## src/rtl/vx_core_mem_arb_if.sv

```systemverilog
// ----------------------------------------------------------------------------
// vx_core_mem_arb_if
// Request/response bus bundle used on both sides of the memory arbiter.
//   N lanes of request (valid/rw/addr/data/byteen/tag/ready) travelling from
//   master to slave, and a response (per-lane valid/ready, shared data/tag)
//   travelling from slave to master.
//   Core side: N = NUM_REQS, TAG_WIDTH = input tag width.
//   Memory side: N = 1, TAG_WIDTH = input tag width + clog2(NUM_REQS).
// Modports:
//   master - issues requests, accepts responses
//   slave  - accepts requests, issues responses
// ----------------------------------------------------------------------------
interface vx_core_mem_arb_if #(
  parameter int unsigned N          = 1,
  parameter int unsigned ADDR_WIDTH = 32,
  parameter int unsigned DATA_WIDTH = 32,
  parameter int unsigned TAG_WIDTH  = 8
);
  localparam int unsigned BYTEEN_WIDTH = DATA_WIDTH / 8;

  logic [N-1:0]              req_valid;
  logic [N-1:0]              req_rw;
  logic [N*ADDR_WIDTH-1:0]   req_addr;
  logic [N*DATA_WIDTH-1:0]   req_data;
  logic [N*BYTEEN_WIDTH-1:0] req_byteen;
  logic [N*TAG_WIDTH-1:0]    req_tag;
  logic [N-1:0]              req_ready;

  logic [N-1:0]              rsp_valid;
  logic [DATA_WIDTH-1:0]     rsp_data;
  logic [TAG_WIDTH-1:0]      rsp_tag;
  logic [N-1:0]              rsp_ready;

  modport master (
    output req_valid, req_rw, req_addr, req_data, req_byteen, req_tag,
    input  req_ready,
    input  rsp_valid, rsp_data, rsp_tag,
    output rsp_ready
  );

  modport slave (
    input  req_valid, req_rw, req_addr, req_data, req_byteen, req_tag,
    output req_ready,
    output rsp_valid, rsp_data, rsp_tag,
    input  rsp_ready
  );
endinterface

```

## src/rtl/vx_core_mem_arb.sv

```systemverilog
// ----------------------------------------------------------------------------
// vx_core_mem_arb
// Merges NUM_REQS core request ports onto one memory request port with a
// round-robin arbiter and a 2-entry output buffer; routes memory responses
// back to the originating port using the port index carried in the tag MSBs.
// Ports:
//   clk, reset   - clock, synchronous active-high reset
//   core_bus     - slave side, NUM_REQS lanes, TAG_WIDTH tags
//   mem_bus      - master side, 1 lane, TAG_WIDTH + clog2(NUM_REQS) tags
//   perf_stalls  - (MEM_ARB_PERF_EN only) cycles with a pending but unfired request
//   perf_reqs    - (MEM_ARB_PERF_EN only) memory request handshakes
// Optional feature macro: MEM_ARB_PERF_EN adds the two 44-bit perf counters.
// ----------------------------------------------------------------------------
module vx_core_mem_arb #(
  parameter int unsigned NUM_REQS   = 4,
  parameter int unsigned ADDR_WIDTH = 32,
  parameter int unsigned DATA_WIDTH = 32,
  parameter int unsigned TAG_WIDTH  = 8
) (
  input  logic               clk,
  input  logic               reset,
  vx_core_mem_arb_if.slave   core_bus,
  vx_core_mem_arb_if.master  mem_bus
`ifdef MEM_ARB_PERF_EN
  ,
  output logic [43:0]        perf_stalls,
  output logic [43:0]        perf_reqs
`endif
);

  localparam int unsigned IDX_WIDTH    = $clog2(NUM_REQS);
  localparam int unsigned SCAN_WIDTH   = IDX_WIDTH + 1;
  localparam int unsigned OTW          = TAG_WIDTH + IDX_WIDTH;
  localparam int unsigned BYTEEN_WIDTH = DATA_WIDTH / 8;
  localparam int unsigned ENTRY_WIDTH  = 1 + ADDR_WIDTH + DATA_WIDTH + BYTEEN_WIDTH + OTW;

  logic [IDX_WIDTH-1:0]   ptr_q, ptr_d;
  logic [IDX_WIDTH-1:0]   grant_idx;
  logic                   grant_found;
  logic [SCAN_WIDTH-1:0]  scan_sum;
  logic [SCAN_WIDTH-1:0]  ptr_inc;

  logic [ENTRY_WIDTH-1:0] buf_q [2];
  logic                   wr_ptr_q, wr_ptr_d;
  logic                   rd_ptr_q, rd_ptr_d;
  logic [1:0]             count_q, count_d;
  logic                   full;
  logic                   push;
  logic                   pop;
  logic [ENTRY_WIDTH-1:0] push_entry;
  logic [ENTRY_WIDTH-1:0] head_entry;

  logic [IDX_WIDTH-1:0]   rsp_idx;

  // Round-robin scan: first valid lane at or after ptr_q, modulo NUM_REQS
  always_comb begin
    grant_found = 1'b0;
    grant_idx   = '0;
    scan_sum    = '0;
    for (int unsigned k = 0; k < NUM_REQS; k++) begin
      scan_sum = SCAN_WIDTH'(ptr_q) + SCAN_WIDTH'(k);
      if (scan_sum >= SCAN_WIDTH'(NUM_REQS)) begin
        scan_sum = scan_sum - SCAN_WIDTH'(NUM_REQS);
      end
      if (!grant_found && core_bus.req_valid[scan_sum[IDX_WIDTH-1:0]]) begin
        grant_found = 1'b1;
        grant_idx   = scan_sum[IDX_WIDTH-1:0];
      end
    end
  end

  assign full = (count_q == 2'd2);
  // Reset gating keeps req_ready low during the reset cycle itself
  assign push = grant_found && !full && !reset;
  assign pop  = (count_q != 2'd0) && mem_bus.req_ready[0];

  // Only the granted lane sees ready
  always_comb begin
    core_bus.req_ready = '0;
    if (push) begin
      core_bus.req_ready[grant_idx] = 1'b1;
    end
  end

  // Granted lane payload with the lane index prepended to its tag
  assign push_entry = {
    core_bus.req_rw[grant_idx],
    core_bus.req_addr[grant_idx*ADDR_WIDTH +: ADDR_WIDTH],
    core_bus.req_data[grant_idx*DATA_WIDTH +: DATA_WIDTH],
    core_bus.req_byteen[grant_idx*BYTEEN_WIDTH +: BYTEEN_WIDTH],
    grant_idx,
    core_bus.req_tag[grant_idx*TAG_WIDTH +: TAG_WIDTH]
  };

  // Next-state for pointer and buffer bookkeeping
  always_comb begin
    ptr_d    = ptr_q;
    wr_ptr_d = wr_ptr_q;
    rd_ptr_d = rd_ptr_q;
    count_d  = count_q;
    ptr_inc  = SCAN_WIDTH'(grant_idx) + SCAN_WIDTH'(1);
    if (push) begin
      ptr_d    = (ptr_inc == SCAN_WIDTH'(NUM_REQS)) ? '0 : ptr_inc[IDX_WIDTH-1:0];
      wr_ptr_d = ~wr_ptr_q;
    end
    if (pop) begin
      rd_ptr_d = ~rd_ptr_q;
    end
    case ({push, pop})
      2'b10:   count_d = count_q + 2'd1;
      2'b01:   count_d = count_q - 2'd1;
      default: count_d = count_q;
    endcase
  end

  // Control state
  always_ff @(posedge clk) begin
    if (reset) begin
      ptr_q    <= '0;
      wr_ptr_q <= 1'b0;
      rd_ptr_q <= 1'b0;
      count_q  <= 2'd0;
    end else begin
      ptr_q    <= ptr_d;
      wr_ptr_q <= wr_ptr_d;
      rd_ptr_q <= rd_ptr_d;
      count_q  <= count_d;
    end
  end

  // Buffer storage needs no reset; validity is tracked by count_q
  always_ff @(posedge clk) begin
    if (push) begin
      buf_q[wr_ptr_q] <= push_entry;
    end
  end

  assign head_entry        = buf_q[rd_ptr_q];
  assign mem_bus.req_valid = (count_q != 2'd0);
  assign {mem_bus.req_rw, mem_bus.req_addr, mem_bus.req_data,
          mem_bus.req_byteen, mem_bus.req_tag} = head_entry;

  // Response demux; out-of-range lane indices are accepted and dropped
  assign rsp_idx           = mem_bus.rsp_tag[OTW-1 -: IDX_WIDTH];
  assign core_bus.rsp_data = mem_bus.rsp_data;
  assign core_bus.rsp_tag  = mem_bus.rsp_tag[TAG_WIDTH-1:0];

  always_comb begin
    core_bus.rsp_valid = '0;
    mem_bus.rsp_ready  = 1'b1;
    if (32'(rsp_idx) < NUM_REQS) begin
      core_bus.rsp_valid[rsp_idx] = mem_bus.rsp_valid[0];
      mem_bus.rsp_ready           = core_bus.rsp_ready[rsp_idx];
    end
  end

`ifdef MEM_ARB_PERF_EN
  logic [43:0] perf_stalls_q;
  logic [43:0] perf_reqs_q;

  // Stall = some lane requesting but nothing accepted this cycle
  always_ff @(posedge clk) begin
    if (reset) begin
      perf_stalls_q <= '0;
      perf_reqs_q   <= '0;
    end else begin
      if ((|core_bus.req_valid) && !push) begin
        perf_stalls_q <= perf_stalls_q + 44'd1;
      end
      if (pop) begin
        perf_reqs_q <= perf_reqs_q + 44'd1;
      end
    end
  end

  assign perf_stalls = perf_stalls_q;
  assign perf_reqs   = perf_reqs_q;
`endif

endmodule

```

## src/flat_wrapper.sv

```systemverilog
// flat-port wrapper written by rule: the top's interface ports become plain ports
module vx_core_mem_arb_flat 
#(
  parameter int unsigned NUM_REQS   = 4,
  parameter int unsigned ADDR_WIDTH = 32,
  parameter int unsigned DATA_WIDTH = 32,
  parameter int unsigned TAG_WIDTH  = 8
)
  (clk, reset, core_bus_req_valid, core_bus_req_rw, core_bus_req_addr, core_bus_req_data, core_bus_req_byteen, core_bus_req_tag, core_bus_req_ready, core_bus_rsp_valid, core_bus_rsp_data, core_bus_rsp_tag, core_bus_rsp_ready, mem_bus_req_valid, mem_bus_req_rw, mem_bus_req_addr, mem_bus_req_data, mem_bus_req_byteen, mem_bus_req_tag, mem_bus_req_ready, mem_bus_rsp_valid, mem_bus_rsp_data, mem_bus_rsp_tag, mem_bus_rsp_ready);
  vx_core_mem_arb_if #(.N(4), .ADDR_WIDTH(ADDR_WIDTH), .DATA_WIDTH(DATA_WIDTH), .TAG_WIDTH(TAG_WIDTH)) core_bus_i ();
  vx_core_mem_arb_if #(.N(1), .ADDR_WIDTH(ADDR_WIDTH), .DATA_WIDTH(DATA_WIDTH), .TAG_WIDTH(TAG_WIDTH)) mem_bus_i ();
  input  logic clk;
  input  logic reset;
  input wire logic [$bits(core_bus_i.req_valid)-1:0] core_bus_req_valid;
  input wire logic [$bits(core_bus_i.req_rw)-1:0] core_bus_req_rw;
  input wire logic [$bits(core_bus_i.req_addr)-1:0] core_bus_req_addr;
  input wire logic [$bits(core_bus_i.req_data)-1:0] core_bus_req_data;
  input wire logic [$bits(core_bus_i.req_byteen)-1:0] core_bus_req_byteen;
  input wire logic [$bits(core_bus_i.req_tag)-1:0] core_bus_req_tag;
  output wire logic [$bits(core_bus_i.req_ready)-1:0] core_bus_req_ready;
  output wire logic [$bits(core_bus_i.rsp_valid)-1:0] core_bus_rsp_valid;
  output wire logic [$bits(core_bus_i.rsp_data)-1:0] core_bus_rsp_data;
  output wire logic [$bits(core_bus_i.rsp_tag)-1:0] core_bus_rsp_tag;
  input wire logic [$bits(core_bus_i.rsp_ready)-1:0] core_bus_rsp_ready;
  output wire logic [$bits(mem_bus_i.req_valid)-1:0] mem_bus_req_valid;
  output wire logic [$bits(mem_bus_i.req_rw)-1:0] mem_bus_req_rw;
  output wire logic [$bits(mem_bus_i.req_addr)-1:0] mem_bus_req_addr;
  output wire logic [$bits(mem_bus_i.req_data)-1:0] mem_bus_req_data;
  output wire logic [$bits(mem_bus_i.req_byteen)-1:0] mem_bus_req_byteen;
  output wire logic [$bits(mem_bus_i.req_tag)-1:0] mem_bus_req_tag;
  input wire logic [$bits(mem_bus_i.req_ready)-1:0] mem_bus_req_ready;
  input wire logic [$bits(mem_bus_i.rsp_valid)-1:0] mem_bus_rsp_valid;
  input wire logic [$bits(mem_bus_i.rsp_data)-1:0] mem_bus_rsp_data;
  input wire logic [$bits(mem_bus_i.rsp_tag)-1:0] mem_bus_rsp_tag;
  output wire logic [$bits(mem_bus_i.rsp_ready)-1:0] mem_bus_rsp_ready;
  assign core_bus_i.req_valid = core_bus_req_valid;
  assign core_bus_i.req_rw = core_bus_req_rw;
  assign core_bus_i.req_addr = core_bus_req_addr;
  assign core_bus_i.req_data = core_bus_req_data;
  assign core_bus_i.req_byteen = core_bus_req_byteen;
  assign core_bus_i.req_tag = core_bus_req_tag;
  assign core_bus_req_ready = core_bus_i.req_ready;
  assign core_bus_rsp_valid = core_bus_i.rsp_valid;
  assign core_bus_rsp_data = core_bus_i.rsp_data;
  assign core_bus_rsp_tag = core_bus_i.rsp_tag;
  assign core_bus_i.rsp_ready = core_bus_rsp_ready;
  assign mem_bus_req_valid = mem_bus_i.req_valid;
  assign mem_bus_req_rw = mem_bus_i.req_rw;
  assign mem_bus_req_addr = mem_bus_i.req_addr;
  assign mem_bus_req_data = mem_bus_i.req_data;
  assign mem_bus_req_byteen = mem_bus_i.req_byteen;
  assign mem_bus_req_tag = mem_bus_i.req_tag;
  assign mem_bus_i.req_ready = mem_bus_req_ready;
  assign mem_bus_i.rsp_valid = mem_bus_rsp_valid;
  assign mem_bus_i.rsp_data = mem_bus_rsp_data;
  assign mem_bus_i.rsp_tag = mem_bus_rsp_tag;
  assign mem_bus_rsp_ready = mem_bus_i.rsp_ready;
  vx_core_mem_arb #(.NUM_REQS(NUM_REQS), .ADDR_WIDTH(ADDR_WIDTH), .DATA_WIDTH(DATA_WIDTH), .TAG_WIDTH(TAG_WIDTH)) u_core (.clk(clk), .reset(reset), .core_bus(core_bus_i), .mem_bus(mem_bus_i));
endmodule
```

## config.mk

```make
export PLATFORM = sky130hd
export DESIGN_NAME = vx_core_mem_arb_flat
export DESIGN_NICKNAME = d
export VERILOG_FILES = /design/src/rtl/vx_core_mem_arb_if.sv /design/src/rtl/vx_core_mem_arb.sv /design/src/flat_wrapper.sv
export SDC_FILE = /design/constraint.sdc
export NUM_CORES = 1
export LEC_CHECK = 0
export BUFFER_PORTS_ARGS = -buffer_cell sky130_fd_sc_hd__buf_2
export CAP_MARGIN = 20
export CORE_AREA = 10 10 179 181
export DETAILED_ROUTE_END_ITERATION = 8
export DIE_AREA = 0 0 189 191
export PLACE_DENSITY = 0.62
export SETUP_SLACK_MARGIN = 0.3
export SYNTH_ARGS = -nofsm -noshare
export SYNTH_HDL_FRONTEND = slang
export SYNTH_SLANG_ARGS = --single-unit
```

## constraint.sdc

```tcl
create_clock -name clk -period 6.4 [get_ports clk]
set_input_delay 0.64 -clock clk [delete_from_list [all_inputs] [get_ports clk]]
set_output_delay 0.64 -clock clk [all_outputs]
set_load 0.05 [all_outputs]
```

### Yosys cells after proc, flatten, opt, wreduce, memory -nomap -nowiden

Memories as Yosys holds them, arrays and structs flattened. A register that Yosys moved wholly into a read port is not among the register bits.
Index checks and enable logic that the tools add are counted.

| operators by class | value |
|---|---|
| $lt $le $gt $ge | 10 |
| $add $sub $neg | 10 |
| reduce and logical (&&, ||, !) cells | 14 |
| shift-type cells | 4 |
| multiply operators | 0 |
| muxes and demuxes | 31 |
| eq/ne operators | 4 |
| bitwise gates (word level) | 2 |
| divide/modulo/power cells | 0 |

Operators with widths:

| kind | count |
|---|---|
| $shiftx A128 B8 Y32 | 2 |
| $shiftx A32 B6 Y8 | 1 |
| $mux W2 | 9 |
| $shiftx A16 B5 Y4 | 1 |
| $lt A2 B3 Y1 const B | 5 |
| $mux W1 | 14 |
| $bmux W1 S2 | 5 |
| $sub A2 B1 Y2 const B | 5 |
| $ge A3 B3 Y1 const B | 3 |
| $logic_and A1 B1 Y1 | 7 |
| $add A2 B1 Y3 const B | 2 |
| $add A2 B2 Y3 const B | 2 |
| $logic_not A1 Y1 | 5 |
| $eq A2 B2 Y1 const B | 2 |
| $mux W4 | 1 |
| $pmux W2 S2 | 1 |
| $reduce_bool A2 Y1 | 2 |
| $eq A3 B3 Y1 const B | 1 |
| $ge A2 B3 Y1 const B | 1 |
| $add A2 B1 Y2 const B | 1 |
| $demux W1 S2 | 1 |
| $eq A2 B1 Y1 const B | 1 |
| $ge A2 B1 Y1 const B | 1 |
| $not A1 Y1 | 2 |

| word-level totals | value |
|---|---|
| word-level logic and storage cells | 80 |
| output and inout bits | 127 |
| bits in latches | 0 |
| memories | 1 |
| input port bits | 360 |
| bits in registers | 6 |
| bits in writable memories | 158 |
| ROM bits | 0 |

Memories:

| memory | words | width | read ports | clocked after Yosys merged registers in | write ports | line | RTL |
|---|---|---|---|---|---|---|---|
| u_core.buf_q | 2 | 79 | 1 | 1 | 1 | vx_core_mem_arb.sv:43 | `logic [ENTRY_WIDTH-1:0] buf_q [2];` |

### Logic depth before layout (Yosys ltp)

| depth | value |
|---|---|
| word-level depth | 19 |
| mapped depth | 8 |
| mapped depth without buffers | 7 |

### Least setup slack after synthesis

Ideal clock, no wire load.

| timing path | value |
|---|---|
| kind | input-to-reg |
| start | in reset |
| end | mem u_core.buf_q[0][0] (netlist bit) (enable) |
| cell stages on the path | 5 |
| library setup time | 514 ps |
| setup slack | 1354 ps |
| buffers on the path | 2 |
| data arrival time | 4533 ps |
| data required time | 5886 ps |
| path through | clkbuf_1 a221oi_1 buf_2 inv_2 nor2_1 |

| on the way | value |
|---|---|
| longest elaborated chain between the ends | 4 |

Ends and longest elaborated chain:

| item | line | RTL |
|---|---|---|
| from (decl) | flat_wrapper.sv:13 | `input logic reset;` |
| $logic_not A1 Y1 | vx_core_mem_arb.sv:74 | `assign push = grant_found && !full && !reset;` |
| $logic_and A1 B1 Y1 | vx_core_mem_arb.sv:74 |  |
| $mux W1 | vx_core_mem_arb.sv:133 | `if (push) begin` |
| $mux W1 (implied by the code) | vx_core_mem_arb.sv:134 | `buf_q[wr_ptr_q] <= push_entry;` |
| to (decl) | vx_core_mem_arb.sv:43 |  |

Every way passes these cells.

### Worst setup path in the final report

| timing path | value |
|---|---|
| start | reg u_core.ptr_q[0] |
| end | out core_bus_req_ready[0] |

| on the way | value |
|---|---|
| longest elaborated chain between the ends | 19 |
| elaborated cells on any way between the ends | 45 |
| classes of those cells | add/sub: 7; order compare: 6; mux: 23; reduce/logical: 9 |

Ends and longest elaborated chain:

| item | line | RTL |
|---|---|---|
| from (decl) | vx_core_mem_arb.sv:37 | `logic [IDX_WIDTH-1:0] ptr_q, ptr_d;` |
| from (signal assigned) | vx_core_mem_arb.sv:124 | `ptr_q <= ptr_d;` |
| branches (longest 13 deep; another with $add A2 B1 Y3) | n/a |  |
| $mux W2 (*) | vx_core_mem_arb.sv:65 | `if (!grant_found && core_bus.req_valid[scan_sum[IDX_WIDTH-1:0]]) begin` |
| net u_core.grant_idx[0] | vx_core_mem_arb.sv:38 | `logic [IDX_WIDTH-1:0] grant_idx;` |
| $lt A2 B3 Y1 (implied by the code) / $ge A2 B1 Y1 (equally long branches) | vx_core_mem_arb.sv:81 | `core_bus.req_ready[grant_idx] = 1'b1;` |
| $logic_and A1 B1 Y1 (implied by the code) | vx_core_mem_arb.sv:81 |  |
| $mux W1 (implied by the code) | vx_core_mem_arb.sv:81 |  |
| $demux W1 S2 (*) | n/a |  |
| $mux W4 (*) | vx_core_mem_arb.sv:80 | `if (push) begin` |
| to (decl) | flat_wrapper.sv:20 | `output wire logic [$bits(core_bus_i.req_ready)-1:0] core_bus_req_ready;` |

Mark *: on every way through the listed nets, which the timed path passes. The select of a mux whose other input is x is not followed.

==> impl_metrics.toml <==
[final_layout]
num-nets-final = 1309
final_layout_size_suffix_gt1_frac = 0.538
final_cell_area_sq_um = 11400
antenna_cells_inserted = 0
area_growth_from_synthesis_to_layout_pct = 26.1

[floorplan]
initial_utilization = 0.318
floorplan.die.width_um = 189
die_area_sq_um = 36100
ioPinCount = 487
die_height_um = 191
core.rowCount = 62
floorplan.core_area_sq_um = 28500

[placement]
post-dp-hpwl_um = 18900
portBuffers = 388
post_dp_cell_area_sq_um = 10800
place_ws_ns = 2.92
finalWeightedCongestion = 0.800

[power_and_ir_drop]
peakVddDrop_uv = 228
p_per_area_nw_per_um2 = 460
power.switching_w = 0.00230
p_sw_frac = 0.437
lkg_pwr_nw = 5.39
internal_power_summed_over_all_cells_w = 0.00296
power_frac_comb = 0.504
p_clk_frac = 0.180
p_seq_frac = 0.315

[clocking]
clock_sinks = 161
clkLatencyLatePin_ns = 0.41
cts_hold_buffers = 0
ctsHtreeMaxLevel = 4
cts-root-to-sink-buffers = 2
cts.reportedPaths.clkPinSlew_ns = 0.07
numCtsBuffers = 17
clock_tree.root_cell = "sky130_fd_sc_hd__clkbuf_16"
cts_resized = 0
tritoncts = "built"
post_cts_buffers = 0

[yosys]
synth.yosys.warnings = 0
netlist_area_sq_um = 9070
cell_type_with_the_largest_total_area_after_synthesis = "sky130_fd_sc_hd__edfxtp_1"
ys_seq_elements = 161
postSynthCellCount = 606
yosys_most_used_dff = "sky130_fd_sc_hd__edfxtp_1"
post_synth_num_cell_types = 41
synth_area_per_inst_sq_um = 15.0
postSynth.asyncResetShare = 0
synth_enable_flop_cells = 154
share_of_the_synthesized_area_in_the_top_cell_type = 0.510
synth_seq_area_share = 0.526
synthTopCellsByArea = "sky130_fd_sc_hd__edfxtp_1, sky130_fd_sc_hd__mux2i_1, sky130_fd_sc_hd__mux2_2"

[sta]
period_needed_ns = 3.31
fin_ws_ns = 3.09
setup_viol = 0
maxClockFrequency_mhz = 302
max-slew-margin-rel = 0.362
timing.clock.skew_ns = 0.00658
hold_slack_ns = 0.502
setup_tns_ns = 0
finalMaxSlewViolations = 0
finalCritPeriodShare = 0.518
final_hold_fails = 0
rsz0062_at_grt = "no"
tightest_slew_ns = 0.957

[detailed_routing]
first_iter_violations = 155
drt-vias-per-instance = 4.45
detailroute.via_count = 5958
route.detailed.drc = 0
drtAntennaViolNets = 0
avgRoutedWirePerCell_um = 18.2
routed_wirelength_um = 24400
drtPass1Iterations = 4

[critical_path]
critical_path.startpoint_type = "flip-flop"
worstSetupEndpointType = "primary output"
cp.required_ns = 5.76
critical_path.top_delay_family = "buffers and inverters"
worst_path_max_delay_cell = "sky130_fd_sc_hd__inv_8"
critical_path_class = "flip-flop to primary output"
timing.critical_path.arrival_ns = 2.67
crit_path_cell_trace = "and2b_1 > o21bai_1 > and3_4 > inv_8 > ha_1 > and2_1 > buf_2"
path_buf_inv = 2
path_max_fanout = 109
slowest_delay_ns = 0.63

[grt]
first_global_vias = 6538
grt_start_max_net_pins = 110
grt_pass1_wl_um = 36700
antenna_violations_before_repair = 0
grt_use_total = 0.129
grt_overflow_total = 0

[status]
run_status = "finished, final reports clean"

[worst_hold_path]
hold_path_class = "flip-flop to flip-flop"

[job]
max_cap_violations = 0
Yosys cell counts, types with 3 or more instances:
cell type,n
sky130_fd_sc_hd__and2_1,6
sky130_fd_sc_hd__bufbuf_8,6
sky130_fd_sc_hd__mux2_2,77
sky130_fd_sc_hd__buf_12,10
sky130_fd_sc_hd__edfxtp_1,154
sky130_fd_sc_hd__nor2_1,11
sky130_fd_sc_hd__ha_1,6
sky130_fd_sc_hd__dfxtp_1,7
sky130_fd_sc_hd__a21oi_1,4
sky130_fd_sc_hd__mux2i_1,225
sky130_fd_sc_hd__xnor2_1,3
sky130_fd_sc_hd__buf_2,8
sky130_fd_sc_hd__buf_1,5
sky130_fd_sc_hd__buf_4,50
worst reg2reg max path, cell delays in order (launching register included):
cell and delay, ns:
sky130_fd_sc_hd__dfxtp_1 0.41, sky130_fd_sc_hd__and2b_1 0.25, sky130_fd_sc_hd__o21bai_1 0.07, sky130_fd_sc_hd__and3_4 0.22, sky130_fd_sc_hd__inv_8 0.64, sky130_fd_sc_hd__buf_4 0.73, sky130_fd_sc_hd__mux2i_1 0.34, sky130_fd_sc_hd__mux2i_1 0.14
metrics by stage:
stage               std cells  power (W)  utilization
global route             1340    0.00555        0.402
floorplan                 610    0.00394            -
CTS                      1338    0.00534        0.400
global placement         1305    0.00433        0.380
finish                   1340    0.00526        0.402
detailed placement       1306    0.00437        0.381
final timing paths:
kind                     start               endpoint  slack, ns  depth (start not counted)
min reg2reg  u_core.count_q[1]      u_core.count_q[1]       0.50                          2
min          u_core.count_q[1]      u_core.count_q[1]       0.50                          2
max            u_core.ptr_q[0]  core_bus_req_ready[0]       3.09                          7
max reg2reg    u_core.ptr_q[0]    u_core.buf_q[0][19]       3.31                          7
power groups by stage:
| stage | sequential, W | clock (W) | combinational [W] |
|---|---|---|---|
| 6_report | 0.00166 | 0.000949 | 0.00265 |
| 4_1_cts | 0.00171 | 0.000984 | 0.00264 |
| 3_3_place_gp | 0.00172 | 0 | 0.00260 |
| 2_1_floorplan | 0.00164 | 0 | 0.00231 |
| 3_5_place_dp | 0.00173 | 0 | 0.00264 |
| 5_1_grt | 0.00169 | 0.00103 | 0.00282 |
sequential cells by signal (all words and copies together) (netlist names), named ones only:
name / flops
u_core.rd_ptr_q: 1
u_core.wr_ptr_q: 1
u_core.count_q: 2
u_core.ptr_q: 2
u_core.buf_q: 154
logic make-up (layout without fill, tap and decap cells):
group,after synthesis,after routing,share of synthesized area
fa+ha+maj,6,6,0.00828
compound gates,12,12,0.00801
buf+inv,85,431,0.0854
mux,302,302,0.344
other cells,1,5,0.000414
simple gates,35,35,0.0244
xor+xnor,4,4,0.00386
flops,161,161,0.526
cells in the final DEF (no fill, tap or decap), drive strengths merged:
master	synthesis	routed
and2b	1	1
o21bai	1	1
and3b	1	1
a211o	1	1
clkinvlp	0	3
nor2b	3	3
nor4	1	1
ha	6	6
or3	1	1
conb	1	5
edfxtp	154	154
nand2b	1	1
mux2	77	77
xor2	1	1
clkinv	0	4
and3	1	1
nor3	2	2
o21ai	4	4
or2	2	2
inv	4	12
buf	73	395
nor3b	3	3
and2	6	6
a21oi	4	4
a221oi	1	1
mux2i	225	225
o211ai	1	1
dfxtp	7	7
clkbuf	2	17
and4b	1	1
nand2	1	1
xnor2	3	3
nor2	11	11
per-layer routing:
metal / GRT usage / wire (um) / vias up
li1: - / - / 2917
met1: 0.142 / 9670 / 2761
met2: 0.227 / 12400 / 251
met3: 0.0485 / 1970 / 29
met4: 0.0397 / 348 / 0
met5: 0 / 0 / -
final cells by class:
class | instances | area [sq um]
Clock inverter | 15 | 125
Inverter | 4 | 25.0
Multi-Input combinational cell | 364 | 3550
Fill cell | 2761 | 17000
Clock buffer | 17 | 425
Timing Repair Buffer | 395 | 2060
Sequential cell | 161 | 4770
Tap cell | 384 | 480
Power figures use the tool's default switching activity.
